[config.mk]
export PLATFORM = sky130hd
export DESIGN_NAME = multicycle_controller
export DESIGN_NICKNAME = d
export VERILOG_FILES = /design/src/rtl/multicycle_controller.sv
export SDC_FILE = /design/constraint.sdc
export NUM_CORES = 1
export LEC_CHECK = 0
export CORE_MARGIN = 1
export CORE_UTILIZATION = 33
export CTS_CLUSTER_DIAMETER = 100
export DETAILED_ROUTE_END_ITERATION = 12
export PLACE_DENSITY = 0.72
export SLEW_MARGIN = 20
export SYNTH_ARGS = -nofsm -noshare
export SYNTH_HDL_FRONTEND = slang
export SYNTH_SLANG_ARGS = --single-unit
[constraint.sdc]
create_clock -name clk -period 2 [get_ports clk]
set_clock_uncertainty 0.1 [all_clocks]
set_input_delay 0.4 -clock clk [delete_from_list [all_inputs] [get_ports clk]]
set_output_delay 0.4 -clock clk [all_outputs]
set_load 0.01 [all_outputs]
[src/rtl/multicycle_controller.sv]
// Control unit for the multi-cycle MIPS core: Moore main-decoder FSM plus
// combinational ALU decoder driving the datapath selects and write enables.
module multicycle_controller (
   input  logic       clk,
   input  logic       reset,
   input  logic [5:0] opcode,
   input  logic [5:0] funct,
   input  logic       zero,
   output logic       memtoreg,
   output logic       regdst,
   output logic       iord,
   output logic [1:0] pcsrc,
   output logic [1:0] alusrcb,
   output logic       alusrca,
   output logic       irwrite,
   output logic       memwrite,
   output logic       regwrite,
   output logic       pcen,
   output logic [2:0] alucontrol,
   output logic [3:0] state,
   output logic       illegal
);

   typedef enum logic [3:0] {
      StFetch    = 4'd0,
      StDecode   = 4'd1,
      StMemAdr   = 4'd2,
      StMemRd    = 4'd3,
      StMemWb    = 4'd4,
      StMemWr    = 4'd5,
      StExecute  = 4'd6,
      StAluWb    = 4'd7,
      StBranch   = 4'd8,
      StAddiExec = 4'd9,
      StAddiWb   = 4'd10,
      StJump     = 4'd11
   } state_e;

   localparam logic [5:0] OpLw    = 6'b100011;
   localparam logic [5:0] OpSw    = 6'b101011;
   localparam logic [5:0] OpRtype = 6'b000000;
   localparam logic [5:0] OpBeq   = 6'b000100;
   localparam logic [5:0] OpAddi  = 6'b001000;
   localparam logic [5:0] OpJ     = 6'b000010;

   state_e     state_q, state_d;
   logic [1:0] aluop;
   logic       pcwrite;
   logic       branch;

   always_ff @(posedge clk) begin
      if (!reset) begin
         state_q <= StFetch;
      end else begin
         state_q <= state_d;
      end
   end

   always_comb begin
      state_d  = StFetch;
      memtoreg = 1'b0;
      regdst   = 1'b0;
      iord     = 1'b0;
      pcsrc    = 2'b00;
      alusrcb  = 2'b00;
      alusrca  = 1'b0;
      irwrite  = 1'b0;
      memwrite = 1'b0;
      regwrite = 1'b0;
      illegal  = 1'b0;
      aluop    = 2'b00;
      pcwrite  = 1'b0;
      branch   = 1'b0;
      case (state_q)
         StFetch: begin
            alusrcb = 2'b01;
            irwrite = 1'b1;
            pcwrite = 1'b1;
            state_d = StDecode;
         end
         StDecode: begin
            alusrcb = 2'b11;
            case (opcode)
               OpLw, OpSw: state_d = StMemAdr;
               OpRtype:    state_d = StExecute;
               OpBeq:      state_d = StBranch;
               OpAddi:     state_d = StAddiExec;
               OpJ:        state_d = StJump;
               default: begin
                  state_d = StFetch;
                  illegal = 1'b1;
               end
            endcase
         end
         StMemAdr: begin
            alusrca = 1'b1;
            alusrcb = 2'b10;
            state_d = (opcode == OpLw) ? StMemRd : StMemWr;
         end
         StMemRd: begin
            iord    = 1'b1;
            state_d = StMemWb;
         end
         StMemWb: begin
            memtoreg = 1'b1;
            regwrite = 1'b1;
         end
         StMemWr: begin
            iord     = 1'b1;
            memwrite = 1'b1;
         end
         StExecute: begin
            alusrca = 1'b1;
            aluop   = 2'b10;
            state_d = StAluWb;
         end
         StAluWb: begin
            regdst   = 1'b1;
            regwrite = 1'b1;
         end
         StBranch: begin
            alusrca = 1'b1;
            aluop   = 2'b01;
            pcsrc   = 2'b01;
            branch  = 1'b1;
         end
         StAddiExec: begin
            alusrca = 1'b1;
            alusrcb = 2'b10;
            state_d = StAddiWb;
         end
         StAddiWb: begin
            regwrite = 1'b1;
         end
         StJump: begin
            pcsrc   = 2'b10;
            pcwrite = 1'b1;
         end
         default: ;
      endcase

      // Reset holds every control quiet, even before the state register clears.
      if (!reset) begin
         memtoreg = 1'b0;
         regdst   = 1'b0;
         iord     = 1'b0;
         pcsrc    = 2'b00;
         alusrcb  = 2'b00;
         alusrca  = 1'b0;
         irwrite  = 1'b0;
         memwrite = 1'b0;
         regwrite = 1'b0;
         illegal  = 1'b0;
      end
   end

   always_comb begin
      alucontrol = 3'b010;
      case (aluop)
         2'b01: alucontrol = 3'b110;
         2'b10: begin
            case (funct)
               6'b100010: alucontrol = 3'b110;
               6'b100100: alucontrol = 3'b000;
               6'b100101: alucontrol = 3'b001;
               6'b101010: alucontrol = 3'b111;
               default:   alucontrol = 3'b010;
            endcase
         end
         default: alucontrol = 3'b010;
      endcase
      if (!reset) begin
         alucontrol = 3'b000;
      end
   end

   assign pcen  = reset & (pcwrite | (branch & zero));
   assign state = reset ? state_q : 4'd0;

endmodule

==> results.json <==
{
  "min_to": "state_q[3]$_SDFF_PN0_",
  "drv_slew": 0,
  "reg_top3": "state_q (4)",
  "dp_hpwl_um": 1820,
  "dp_cells": 179,
  "crit_type": "flop to output pin",
  "drc": 0,
  "routed_wl_um": 2650,
  "crit_chain": "and2b_1, and2b_1, buf_6, ha_4, a21boi_1, o31a_1, buf_2",
  "slowest_stage": "dfxtp_2",
  "ys_types": 36,
  "ys_seq_area_share_pct": 12.9,
  "relSlewSlack_pct": 76.4,
  "design_area_um2": 1330,
  "rsz0062_at_grt": "yes",
  "syn_to_final_growth_pct": 115,
  "ys_seq_elements": 4,
  "fillCellCount": 127,
  "dpl_cell_area_um2": 1210,
  "setup_viol": 5,
  "start_util_pct": 35.5,
  "clk_path_buf_depth": 2,
  "cts_tree": "yes",
  "ios": 35,
  "gp_congestion": 0.896,
  "min_path_type": "primary input to flop",
  "viasPerCell": 5.18,
  "synth_edf_count": 0,
  "dr.pass1.iters": 4,
  "path_buf_inv": 2,
  "insertion_delay_ns": 0.24,
  "grt_pass1_wl_um": 3940,
  "r2r-start": "state_q[1]$_SDFF_PN0_",
  "wl_per_cell_um": 14.2,
  "drive_gt1_share_pct": 46.0,
  "path_common_cell": "and2b_1",
  "route.vias.total": 963,
  "holdPathStages": 4,
  "cts.sinks": 4,
  "path_clk_slew_ns": 0.04,
  "r2r_end": "state_q[1]$_SDFF_PN0_",
  "finalPower_mw": 0.340,
  "insertedDiodeCount": 0,
  "worst-r2r-setup-slack_ns": 0.39,
  "antenna_found_initial": 0,
  "drtAntennaViolNets": 0,
  "hold_buffers": 0,
  "crit_fanout": 2,
  "irDropWorstVdd_v": 0.000235,
  "root_buffer": "clkbuf_4",
  "post-route-period-util_pct": 111,
  "ctsHtreeMaxLevel": 1,
  "gr-total-overflow": 0,
  "place.port_buffers": 34,
  "syn_area_um2": 619,
  "min-delay-start": "reset",
  "setup_ws_ns": -0.211,
  "status": "finished with violations",
  "die_area_um2": 2050,
  "syn_inst": 92,
  "yosys_warnings": 0,
  "final-hold-violation-count": 0,
  "syn_avg_cell_area_um2": 6.73,
  "stdcell_count": 186,
  "violations": "negative setup slack",
  "largest-register": "state_q",
  "async_flop_share_pct": 0,
  "fin_setup_tns_ns": -0.540,
  "endpoint_kind": "output pin",
  "ys.flop_type": "dfxtp_1",
  "cap_violations": 0,
  "nets": 180,
  "largest_register_ffs": 4,
  "grt_pass1_vias": 916,
  "grt_max_degree": 14,
  "first_iter_violations": 16,
  "power_leakage_nw": 0.656,
  "fmax_ghz": 0.452,
  "start_kind": "flop",
  "die_h_um": 45.3,
  "die_w_um": 45.3,
  "row_count": 15,
  "syn_nets": 109,
  "path_delay_family": "compound AO/OA/AOI/OAI gates",
  "worstPathArrival_ns": 1.71,
  "fin_crit_ns": 2.21,
  "numCtsBuffers": 3,
  "power_per_cell_area_nw_per_um2": 255,
  "fin_util_pct": 76.3,
  "reg2regPathDepth": 7,
  "worst_pin_slew_ns": 0.352,
  "required_ns": 1.50,
  "core_um2": 1750,
  "cpPeakStageDelay_ns": 0.32,
  "grt.total_usage_pct": 26.5
}
==> worst reg2reg max path, cell delays in order, from the launching register on <==
cell and delay, ns:
dfxtp_1 0.32, buf_4 0.15, buf_6 0.15, nand2b_1 0.17, buf_4 0.16, nor4_2 0.23
o21ai_1 0.12, a31oi_1 0.14
==> synth_stat cells, types with 2 or more instances <==
master	instances	share of area, %
inv_1	4	2.4
nand3_1	2	1.6
a21oi_1	3	2.4
xor2_1	3	4.2
and3_1	4	4.0
buf_2	3	2.4
a22oi_1	2	2.4
ha_1	2	4.0
o21ai_0	3	2.4
dfxtp_1	4	13
o21ai_1	2	1.6
nand2b_1	6	6.1
nor2_1	11	6.7
nor4_1	2	2.0
nor3b_1	2	2.4
and2b_1	2	2.4
nor2b_1	2	2.0
a31oi_1	4	4.0
nor3_1	6	4.8
nand2_1	5	3.0
and2_1	5	5.1
==> stage by stage <==
stage / hold slack (ns) / setup WS (ns)
after CTS: 0.526 / -0.264
final: 0.475 / -0.211
after detailed placement: 0.531 / -0.663
after global routing: 0.499 / -0.248
after global placement: 0.516 / -0.497
after floorplan: 0.472 / 0.00607
==> worst max path at each step <==
stage                               start             to  slack (ns)  cells after the start
floorplan           state_q[2]$_SDFF_PN0_  alucontrol[0]       0.006                      6
global route        state_q[3]$_SDFF_PN0_  alucontrol[1]       -0.25                      7
detailed placement              opcode[1]        illegal       -0.66                      5
finish              state_q[3]$_SDFF_PN0_  alucontrol[1]       -0.21                      7
global placement                opcode[1]        illegal       -0.50                      5
CTS                             opcode[2]        illegal       -0.26                      5
==> kinds of logic after synthesis <==
| family | share of synthesized area, % |
|---|---|
| simple gates | 47.1 |
| compound gates | 22.0 |
| buf+inv | 7.88 |
| flops | 12.9 |
| xor+xnor | 4.24 |
| fa+ha+maj | 4.04 |
| mux | 1.82 |
==> area by class of cell <==
| class | instances | area (µm²) | share of cell area, % |
|---|---|---|---|
| repair buffers | 71 | 578 | 43.4 |
| inverters | 5 | 21.3 | 1.60 |
| flip-flops and latches | 4 | 82.6 | 6.20 |
| clock buffers | 3 | 22.5 | 1.69 |
| multi-input cells | 78 | 597 | 44.8 |
| well taps | 25 | 31.3 | 2.35 |
==> per-layer routing <==
| layer | GRT usage, % | wire, µm |
|---|---|---|
| met4 | 7.27 | 44 |
| met2 | 55.9 | 1520 |
| met3 | 3.20 | 105 |
| met5 | 0 | 0 |
| met1 | 25.9 | 974 |
==> timing repair <==
| action | in CTS | in global routing |
|---|---|---|
| pin swaps | 7 | 2 |
| endpoints found under the setup margin | 20 | 11 |
| setup buffers | 4 | 2 |
| gates resized for setup | 70 | 12 |
==> cell usage in the layout (no fill, tap or decap), types with 3 or more instances in the layout <==
master and count:
clkdlybuf4s50_1 11, and2_1 5, buf_2 6, and3_1 4, nand2_1 3, a31oi_1 4, nor3_1 5, nor2_1 8
clkbuf_2 4, nor4_2 3, o21ai_1 3, nand2b_1 3, buf_4 31, buf_6 6, clkbuf_4 3, dlygate4sd2_1 12
xor2_1 3, nand2b_4 3, a21oi_1 3
==> where the power goes <==
| part | internal, mW | switching (mW) |
|---|---|---|
| logic | 0.0838 | 0.0709 |
| clock network | 0.0672 | 0.0334 |
| registers | 0.0830 | 0.00203 |
| total | 0.234 | 0.106 |
(Power assumes the default switching activity.)
